$ cat config.mk
export PLATFORM = sky130hd
export DESIGN_NAME = sr_reg_bank
export DESIGN_NICKNAME = d
export VERILOG_FILES = /design/src/rtl/sr_reg_bank.sv
export SDC_FILE = /design/constraint.sdc
export NUM_CORES = 1
export LEC_CHECK = 0
export BUFFER_PORTS_ARGS = -buffer_cell sky130_fd_sc_hd__buf_2
export CAP_MARGIN = 20
export CORE_MARGIN = 4
export CORE_UTILIZATION = 49
export DETAILED_ROUTE_END_ITERATION = 10
export PLACE_DENSITY = 0.9
export SLEW_MARGIN = 25
export SYNTH_ARGS = -nofsm -noshare
export SYNTH_HDL_FRONTEND = slang
export SYNTH_SLANG_ARGS = --single-unit
$ cat constraint.sdc
create_clock -name clk -period 1.75 [get_ports clk]
set_input_delay 0.175 -clock clk [delete_from_list [all_inputs] [get_ports clk]]
set_output_delay 0.175 -clock clk [all_outputs]
set_load 0.02 [all_outputs]
$ cat src/rtl/sr_reg_bank.sv
// rtl/sr_reg_bank.sv - bank of clocked SR cells with conflict resolution, edge pulses and conflict monitor
module sr_reg_bank #(
  parameter int               WIDTH = 8,
  parameter int               MODE  = 0,
  parameter logic [WIDTH-1:0] INIT  = {WIDTH{1'b0}},
  parameter int               CNT_W = 8
) (
  input  logic             clk,
  input  logic             reset,
  input  logic             en,
  input  logic             clr,
  input  logic [WIDTH-1:0] s,
  input  logic [WIDTH-1:0] r,
  input  logic             conflict_ack,
  output logic [WIDTH-1:0] q,
  output logic [WIDTH-1:0] qbar,
  output logic [WIDTH-1:0] rise,
  output logic [WIDTH-1:0] fall,
  output logic             conflict,
  output logic [CNT_W-1:0] conflict_cnt
);

  // Out-of-range parameters stop elaboration rather than producing a silently odd bank.
  if (WIDTH < 1 || WIDTH > 64 || MODE < 0 || MODE > 3 || CNT_W < 2 || CNT_W > 16) begin : g_bad_param
    $error("sr_reg_bank: illegal parameter value");
  end

  logic [WIDTH-1:0] q_next;
  logic             hit;

  // Next channel state: clear beats enable; S=R=1 resolved by MODE.
  always_comb begin
    q_next = q;
    if (clr) begin
      q_next = INIT;
    end else if (en) begin
      for (int i = 0; i < WIDTH; i++) begin
        case ({s[i], r[i]})
          2'b01:   q_next[i] = 1'b0;
          2'b10:   q_next[i] = 1'b1;
          2'b11: begin
            case (MODE)
              1:       q_next[i] = 1'b1;
              2:       q_next[i] = 1'b0;
              3:       q_next[i] = ~q[i];
              default: q_next[i] = q[i];
            endcase
          end
          default: q_next[i] = q[i];
        endcase
      end
    end
  end

  // A conflict cycle is counted once no matter how many channels collide.
  assign hit  = en & ~clr & (|(s & r));
  assign qbar = ~q;

  // Channel state and registered edge pulses, aligned with the new q value.
  always_ff @(posedge clk or negedge reset) begin
    if (!reset) begin
      q    <= INIT;
      rise <= '0;
      fall <= '0;
    end else begin
      q    <= q_next;
      rise <= ~q & q_next;
      fall <= q & ~q_next;
    end
  end

  // Sticky conflict flag and saturating counter; a new hit outranks the ack.
  always_ff @(posedge clk or negedge reset) begin
    if (!reset) begin
      conflict     <= 1'b0;
      conflict_cnt <= '0;
    end else if (hit) begin
      conflict <= 1'b1;
      if (conflict_ack) begin
        conflict_cnt <= CNT_W'(1);
      end else if (conflict_cnt != {CNT_W{1'b1}}) begin
        conflict_cnt <= conflict_cnt + CNT_W'(1);
      end
    end else if (conflict_ack) begin
      conflict     <= 1'b0;
      conflict_cnt <= '0;
    end
  end

endmodule

==> results of run 1 <==
[cell type report]
| type | instances | area, sq um |
|---|---|---|
| Clock buffer | 8 | 48.8 |
| Tap cell | 46 | 57.6 |
| Timing Repair Buffer | 70 | 375 |
| Multi-Input combinational cell | 115 | 785 |
| Sequential cell | 33 | 826 |
| Fill cell | 321 | 1200 |
| Inverter | 19 | 71.3 |
[worst paths after layout]
path | startpoint | end | slack [ns]
worst max-delay path | conflict_cnt[0] | conflict_cnt[7] | 0.14
worst min-delay path | conflict_ack | conflict_cnt[3] | 0.17
worst max register to register | conflict_cnt[0] | conflict_cnt[7] | 0.14
worst min register to register | q[2] | rise[2] | 0.49
max in group asynchronous | reset | rise[0] | 0.86
min in group asynchronous | reset | conflict | 0.43
[placed cells by master, fill, tap and decap left out, types with 4 or more instances in the layout]
cell,netlist,routed
nor2_1,35,35
nor3_1,10,10
or2b_1,8,8
ha_1,17,17
mux2i_1,8,8
clkbuf_4,0,5
nand2_1,4,4
nor2b_1,5,5
inv_1,18,18
buf_4,0,8
dfrtp_1,33,33
o21ai_0,5,5
buf_2,0,61
[cells by family (layout without fill, tap and decap cells)]
kind of cell	count (synthesis)	in the layout
DFF	33	33
buffers and inverters	24	97
adders and majority gates	17	17
muxes	10	10
AOI/OAI and AO/OA	15	15
and+or+nand+nor	73	73
[layer usage]
metal / vias to the layer above / share of wire (%) / wire length (um)
li1: 711 / - / -
met1: 710 / 39 / 1470
met2: 50 / 50 / 1880
met3: 6 / 8.9 / 332
met4: 0 / 1.3 / 50
met5: - / 0 / 0
[sequential cells by signal, indices dropped and copies added, names as in the netlist]
register,count
conflict,1
conflict_cnt,8
fall,8
q,8
rise,8
[where the power goes]
| part | switching (mW) | internal, mW | leakage [nW] |
|---|---|---|---|
| Combinational | 0.163 | 0.104 | 0.735 |
| Sequential | 0.0136 | 0.786 | 0.454 |
| Clock | 0.243 | 0.160 | 0.0265 |
| Total | 0.419 | 1.05 | 1.22 |
[stage by stage]
stage,instances,power [mW],hold slack [ns],worst slack (ns),util [%]
final,291,1.47,0.166,0.139,64.3
after CTS,291,1.49,0.155,0.137,64.3
after global placement,282,1.07,0.271,0.0354,62.6
after detailed placement,282,1.08,0.273,-0.00275,62.6
after floorplan,172,0.968,-0.121,0.0818,-
after global routing,291,1.55,0.177,0.0296,64.3
[critical path: cells and delay by family (launching register included)]
family	cells	cell delay [ns]
muxes	1	0.37
adders and majority gates	1	0.23
and+or+nand+nor	3	0.51
DFF	1	0.39
[what timing repair did]
action / 4_1_cts / 5_1_grt
endpoints found under the hold margin: 33 / 0
hold buffers: 1 / 0
setup endpoints to repair: 0 / 0
resized for setup: 0 / 0
==> metrics.md, run 1 <==
| Metric | Value |
|---|---|
| CTS tree | done |
| Worst reg2reg path depth | 5 |
| Worst EP required | 1.98 ns |
| Initial antenna violation count | 0 |
| Max-slew violations | 0 |
| Post-synthesis sequential area ratio | 48.1% |
| First-pass GRT wire length | 6.24 mm |
| Main synth FF type | dfrtp_1 |
| 1st-iter DRT viols | 81 |
| Max Cap Viol | 0 |
| Crit path capture type | flop |
| Highest clock rate | 621 MHz |
| Final GP Congestion | 0.811 |
| Ant diodes | 0 |
| Syn nets | 210 |
| Area contributors post-synth | dfrtp_1, ha_1, nor2_1 |
| Relative slew margins | 52.3% |
| Clock slew at reported path FFs | 0.09 ns |
| Cell Pwr Density | 679 mW/mm^2 |
| Die Wd | 67.2 um |
| Net count, final | 282 |
| Post-CTS Setup Repair Bufs | 0 |
| Total gr overflow | 0 |
| Initial core utilization | 51.0% |
| Via count | 1477 |
| Met1 usage | 21.3% |
| Total CTS buffers | 5 |
| Initial DRT Pass Iterations | 4 |
| Crit Path Category | reg -> reg |
| Synthesis Warnings | 0 |
| Period utilisation layout | 92.0% |
| Final instance area | 0.00216 sq mm |
| Hold Fails Final Rpt | 0 |
| Largest family of logic cells by synthesized area | simple AND/OR/NAND/NOR gates |
| H-tree level count | 2 |
| Top-count cell post-synth | nor2_1 |
| Worst Hold Class | in -> reg |
| GRT met3 Usage | 6.66% |
| Simple-gate share of the synthesized area | 21.6% |
| Cells after Synth | 172 |
| I/O Buffers | 61 |
| Total GRT Usage | 18.5% |
| Unique cell type count in the Yosys netlist | 30 |
| Worst vdd ir | 0.462 mV |
| Async set-reset flop share out of synthesis | 100% |
| Antenna violation net count after detailed routing | 0 |
| Vias in the first global route | 1437 |
| Share of the synthesized area in the top cell type | 48.1% |
| Max Fanout on Critical Path | 3 |
| Syn_area_per_cell | 9.97 sq um |
| Hold depth | 2 |
| Clk sink count | 33 |
| Vias per std cell | 5.08 |
| Max stage delay on crit path | 0.39 ns |
| Leakage power | 1.22 nW |
| Placed cell area | 0.00210 sq mm |
| Mux cell area share after synthesis | 5.98% |
| # IOs | 62 |
| Fin Setup TNS | 0 ns |
| Area delta synth->final | 26.1% |
| Clk_lat worst skew | 0.33 ns |
| GRT met2 Usage | 31.3% |
| WL final | 3.74 mm |
| Final setup viols | 0 |
| Synth area leader | dfrtp_1 |
| Compound-Gate Fraction of Synth Area | 5.76% |
| DRC violation count after routing | 0 |
| Critical path data arrival time | 1.84 ns |
| Die height | 67.2 um |
| Slew @ Worst Pin | 0.716 ns |
| Cell Rows | 21 |
| GR peak layer | met2 |
| Flops & latches, synth | 33 |
| CTS max path bufs | 2 |
| Clock root buffer master | clkbuf_4 |
| Post-synthesis adder-cell area fraction | 12.4% |
| RSZ-0062 raised after global routing | false |
| Final min period | 1.61 ns |
| Largest net degree at the start of global routing | 34 |
| XOR/XNOR Fraction of Synth Area | 0% |
| Most frequent cells after synthesis | nor2_1, dfrtp_1, inv_1 |
| Synth Cell Area | 0.00172 sq mm |
| Startpoint type of the worst setup path | flop |
| Outcome | complete, no violations |
| Post-synth EDFFs | 0 |
| Layout cells sized above 1 | 31.8% |
| Final Skew | 0.00586 ns |
| Core Area | 0.00336 sq mm |
| Wire length per cell | 12.8 um |
| Cells along the critical path | ha_1 -> nand3_1 -> nor2_2 -> nor4_1 -> mux2_2 |
| Die ar. | 0.00451 sq mm |
| HPWL after DPL | 2.88 mm |
| CP max-delay cell | dfrtp_1 |
(Power assumes the default switching activity.)
==> inputs of run 2 (changes only) <==
CTS_CLUSTER_SIZE = 8   (was not set)
PLACE_DENSITY = 0.77   (was 0.9)
==> run 2 against run 1 <==
Compared with the run above: final area is 2.0% higher; largest power group unchanged; setup slack lost 0.042 ns; largest cell class unchanged; sequential share of layout area shrank 0.74 points; critical path type unchanged; power increased by 1.2%.
==> metrics.md, run 2 (synthesis gave the netlist of run 1 again) <==
| Metric | Value |
|---|---|
| Outcome | complete, no violations |
| HP Start | clr |
| H-tree level count | 2 |
| Final Skew | 0.00857 ns |
| Largest net degree at the start of global routing | 34 |
| Total gr overflow | 0 |
| Highest clock rate | 605 MHz |
| Crit path capture type | flop |
| Startpoint type of the worst setup path | flop |
| Initial core utilization | 51.0% |
| Vias in the first global route | 1373 |
| Leakage power | 1.24 nW |
| Clk network pwr share | 28.1% |
| Reg2reg setup slack | 0.1 ns |
| Hold depth | 2 |
| CTS tree | done |
| 1st-iter DRT viols | 124 |
| RR Startpoint | conflict_cnt[1] |
| Final min period | 1.65 ns |
| Antenna violation net count after detailed routing | 0 |
| Final GP Congestion | 0.773 |
| RR Endpoint | conflict_cnt[7] |
| Clock root buffer master | clkbuf_4 |
| Die ar. | 0.00451 sq mm |
| Initial antenna violation count | 0 |
| Pre-CTS setup slack | -0.103 ns |
| Vias per std cell | 4.96 |
| Hold Fails Final Rpt | 0 |
| Cell Pwr Density | 674 mW/mm^2 |
| Worst reg2reg path depth | 5 |
| Worst Hold Class | in -> reg |
| CTS max path bufs | 2 |
| Final instance area | 0.00221 sq mm |
| RSZ-0062 raised after global routing | false |
| Critical path origin | conflict_cnt[1] |
| Die Wd | 67.2 um |
| Combinational share of power | 18.1% |
| Via count | 1463 |
| Ant diodes | 0 |
| Relative slew margins | 51.8% |
| Max-slew violations | 0 |
| Final worst slack | 0.0976 ns |
| First-pass GRT wire length | 6.07 mm |
| Cell Rows | 21 |
| Total power | 1.49 mW |
| Total GRT Usage | 18.0% |
| Die height | 67.2 um |
| Initial DRT Pass Iterations | 6 |
| Max Cap Viol | 0 |
| Crit Path Category | reg -> reg |
| Max Fanout on Critical Path | 8 |
| Most common cell after layout, fill and taps aside | buf_2 |
| Core Area | 0.00336 sq mm |
| HPWL after DPL | 2.84 mm |
| Clk_lat worst skew | 0.33 ns |
| Period utilisation layout | 94.4% |
| Area delta synth->final | 28.6% |
| Worst vdd ir | 0.446 mV |
| Wire length per cell | 12.5 um |
| Clk sink count | 33 |
| I/O Buffers | 61 |
| Most frequent cells in the layout | buf_2, nor2_1, dfrtp_1, inv_1, ha_1 |
| Seq pwr share | 53.8% |
| Placed cell area | 0.00213 sq mm |
| Net count, final | 286 |
| # IOs | 62 |
| Clock slew at reported path FFs | 0.11 ns |
| Slew @ Worst Pin | 0.723 ns |
| Switching share of power | 29.6% |
| Total CTS buffers | 5 |
| WL final | 3.68 mm |
| DRC violation count after routing | 0 |
| Hold EP | q[7] |
| Post-CTS Setup Repair Bufs | 0 |
| Critical path data arrival time | 1.88 ns |
| Worst EP required | 1.97 ns |
| Psw | 0.440 mW |
| Final setup viols | 0 |
| Internal power | 1.05 mW |
| Fill cells | 305 |
| Layout cells sized above 1 | 34.5% |
-- run 2: cell types whose count changed in the layout (fill, tap and decap cells not counted), sizes merged --
cell	delta
buf	+4
clkbuf	-3
clkinv	+2
clkinvlp	+1
-- run 2: worst max-delay path by stage --
stage	endpoint	slack, ns	depth (start not counted)
4_1_cts	conflict_cnt[7]	0.05	5
2_1_floorplan	conflict_cnt[7]	0.08	5
3_3_place_gp	conflict_cnt[3]	-0.04	8
6_report	conflict_cnt[7]	0.1	5
3_5_place_dp	conflict_cnt[7]	-0.10	7
5_1_grt	conflict_cnt[7]	0.03	5
-- run 2: stage by stage --
stage	hold WS, ns	util (%)	TNS [ns]	std cells
6_report	0.118	65.6	0	295
4_1_cts	0.109	65.4	0	295
5_1_grt	0.123	65.6	0	295
3_3_place_gp	0.279	63.5	-0.0658	286
2_1_floorplan	-0.121	-	0	172
3_5_place_dp	0.276	63.5	-0.198	286
-- run 2: final cells by class --
| type | instances | area (sq um) | area share (%) |
|---|---|---|---|
| timing repair buffer | 74 | 405 | 18.4 |
| sequential | 33 | 826 | 37.4 |
| clock inverter | 3 | 17.5 | 0.794 |
| inverter | 19 | 71.3 | 3.23 |
| clock buffer | 5 | 37.5 | 1.70 |
| multi-input combinational | 115 | 791 | 35.8 |
| tap | 46 | 57.6 | 2.61 |
-- run 2: worst max-delay path, cell delays in order, from the launching register on --
cell and delay (ns):
dfrtp_1 0.42, ha_1 0.22, nand3_1 0.13, nor2_2 0.11
nor4_2 0.28, mux2_2 0.38
-- run 2: repair_timing --
action,CTS,global route
hold buffers,1,0
gates resized for setup,0,1
endpoints found under the setup margin,0,1
hold endpoints to repair,33,0
-- run 2: power by group through the flow --
stage               Combinational (mW)  Clock (mW)  Sequential (mW)
finish                           0.269       0.417            0.800
global route                     0.303       0.467            0.804
CTS                              0.273       0.441            0.801
detailed placement               0.270           0            0.815
global placement                 0.264           0            0.815
floorplan                        0.120           0            0.849
-- run 2: layer usage --
layer  up-vias  track usage (%)  wire length, um
li1        726                -                -
met5         -                0                0
met3         6             6.99              347
met1       672             22.0             1600
met2        59             29.3             1690
met4         0             5.32               44
==> inputs of run 3 (changes only) <==
CORE_UTILIZATION = 51   (was 49)
CTS_BUF_LIST = sky130_fd_sc_hd__clkbuf_8   (was not set)
PLACE_DENSITY = 0.8   (was 0.77)
==> run 3 against run 2 <==
Compared with the run above: die area decreased by 3.5%; worst hold slack improved by 0.11 ns; final cell count decreased by 1.0%; utilization increased by 5.7 points; setup slack improved by 0.074 ns; global-route usage increased by 0.40 points; wire length decreased by 0.82%.
==> metrics.md, run 3 (synthesis gave the netlist of run 1 again) <==
| Metric | Value |
|---|---|
| Worst EP required | 1.90 ns |
| DRC violation count after routing | 0 |
| Hold Fails Final Rpt | 0 |
| Cell Rows | 20 |
| Largest net degree at the start of global routing | 34 |
| Non-Filler Instances | 292 |
| Clk sink count | 33 |
| Total GRT Usage | 18.4% |
| First-pass GRT wire length | 6.13 mm |
| Period utilisation layout | 90.2% |
| RSZ-0062 raised after global routing | false |
| Core Util, Final | 71.2% |
| Most common cell after layout, fill and taps aside | buf_2 |
| Clk_lat worst skew | 0.27 ns |
| Final worst slack | 0.171 ns |
| Worst vdd ir | 0.452 mV |
| Clock slew at reported path FFs | 0.06 ns |
| Final min period | 1.58 ns |
| Startpoint type of the worst setup path | flop |
| Placed cell area | 0.00213 sq mm |
| Outcome | complete, no violations |
| Fin Setup TNS | 0 ns |
| # IOs | 62 |
| Via count | 1459 |
| Area delta synth->final | 29.9% |
| Die ar. | 0.00436 sq mm |
| Highest clock rate | 633 MHz |
| Max-slew violations | 0 |
| DP Cell Count | 284 |
| Most frequent cells in the layout | buf_2, nor2_1, dfrtp_1, inv_1, ha_1 |
| Psw | 0.420 mW |
| Crit Path Category | reg -> reg |
| Relative slew margins | 53.5% |
| Cell Pwr Density | 729 mW/mm^2 |
| Layout cells sized above 1 | 33.5% |
| I/O Buffers | 61 |
| Net count, final | 286 |
| Final instance area | 0.00223 sq mm |
| Clock root buffer master | clkbuf_8 |
| Antenna violation net count after detailed routing | 0 |
| Seq pwr share | 49.4% |
| Crit path capture type | flop |
| Clk network pwr share | 33.8% |
| 1st-iter DRT viols | 114 |
| Vias per std cell | 5.00 |
| Slew @ Worst Pin | 0.698 ns |
| Worst Hold Class | in -> reg |
| Die Wd | 66.0 um |
| Vias in the first global route | 1395 |
| Wire length per cell | 12.5 um |
| Core Area | 0.00313 sq mm |
| Worst hold slack | 0.230 ns |
| Max Fanout on Critical Path | 8 |
| Final setup viols | 0 |
| Switching share of power | 25.9% |
| Total gr overflow | 0 |
| Critical path data arrival time | 1.73 ns |
| Total power | 1.62 mW |
| Total CTS buffers | 5 |
| Initial DRT Pass Iterations | 4 |
| Initial core utilization | 54.8% |
| Pre-CTS setup slack | -0.0688 ns |
| Initial antenna violation count | 0 |
| Ant diodes | 0 |
| CTS max path bufs | 2 |
| WL final | 3.65 mm |
| Die height | 66.0 um |
| Final GP Congestion | 0.825 |
| Fill cells | 240 |
| Post-CTS Setup Repair Bufs | 0 |
| CTS tree | done |
| Multi-input gate area | 785 sq um |
| Internal power | 1.20 mW |
| Max Cap Viol | 0 |
| Combinational share of power | 16.8% |
| Final Skew | 0.00459 ns |
| Leakage power | 1.26 nW |
| H-tree level count | 2 |
| HPWL after DPL | 2.82 mm |
| Storage cell area | 826 sq um |
## run 3: cell count changes in the layout (fill, tap and decap cells not counted)
cell and change:
inv_1 +1, nor4_1 +1, clkinvlp_4 -1, clkbuf_8 +6
clkbuf_4 -5, clkinv_2 -2, nor4_2 -1
## run 3: critical path, stage by stage, from the launching register on
cell	delay (ns)
dfrtp_1	0.38
ha_1	0.23
nand3_1	0.12
nor2_2	0.10
nor4_1	0.25
mux2_2	0.37
## run 3: routing by layer
layer	track usage [%]	part of all wire, %	vias up
met4	5.58	0.99	0
met5	0	0	-
met3	6.80	9.2	4
met1	22.5	44	687
met2	30.0	46	47
li1	-	-	721
## run 3: layout make-up
type,instances,area share [%]
sequential,33,37.1
multi-input combinational,115,35.2
timing repair buffer,74,18.2
clock buffer,6,3.71
inverter,19,3.20
tap,44,2.47
clock inverter,1,0.168
## run 3: what timing repair did
action                    CTS  global route
hold endpoints to repair   33             0
gates resized for setup     0             0
hold buffers                1             0
## run 3: final timing paths
kind | slack [ns] | depth (start not counted) | to | start
worst max-delay path | 0.17 | 5 | conflict_cnt[7] | conflict_cnt[0]
min in group asynchronous | 0.48 | 2 | conflict_cnt[4] | reset
worst max register to register | 0.17 | 5 | conflict_cnt[7] | conflict_cnt[0]
worst min-delay path | 0.23 | 2 | conflict_cnt[3] | conflict_ack
worst min register to register | 0.49 | 1 | rise[3] | q[3]
max in group asynchronous | 0.81 | 2 | fall[5] | reset
## run 3: power groups by stage
| stage | logic (mW) | registers, mW | clock network (mW) |
|---|---|---|---|
| CTS | 0.278 | 0.802 | 0.566 |
| floorplan | 0.120 | 0.849 | 0 |
| global placement | 0.268 | 0.815 | 0 |
| global route | 0.306 | 0.805 | 0.598 |
| detailed placement | 0.274 | 0.815 | 0 |
| finish | 0.273 | 0.802 | 0.550 |
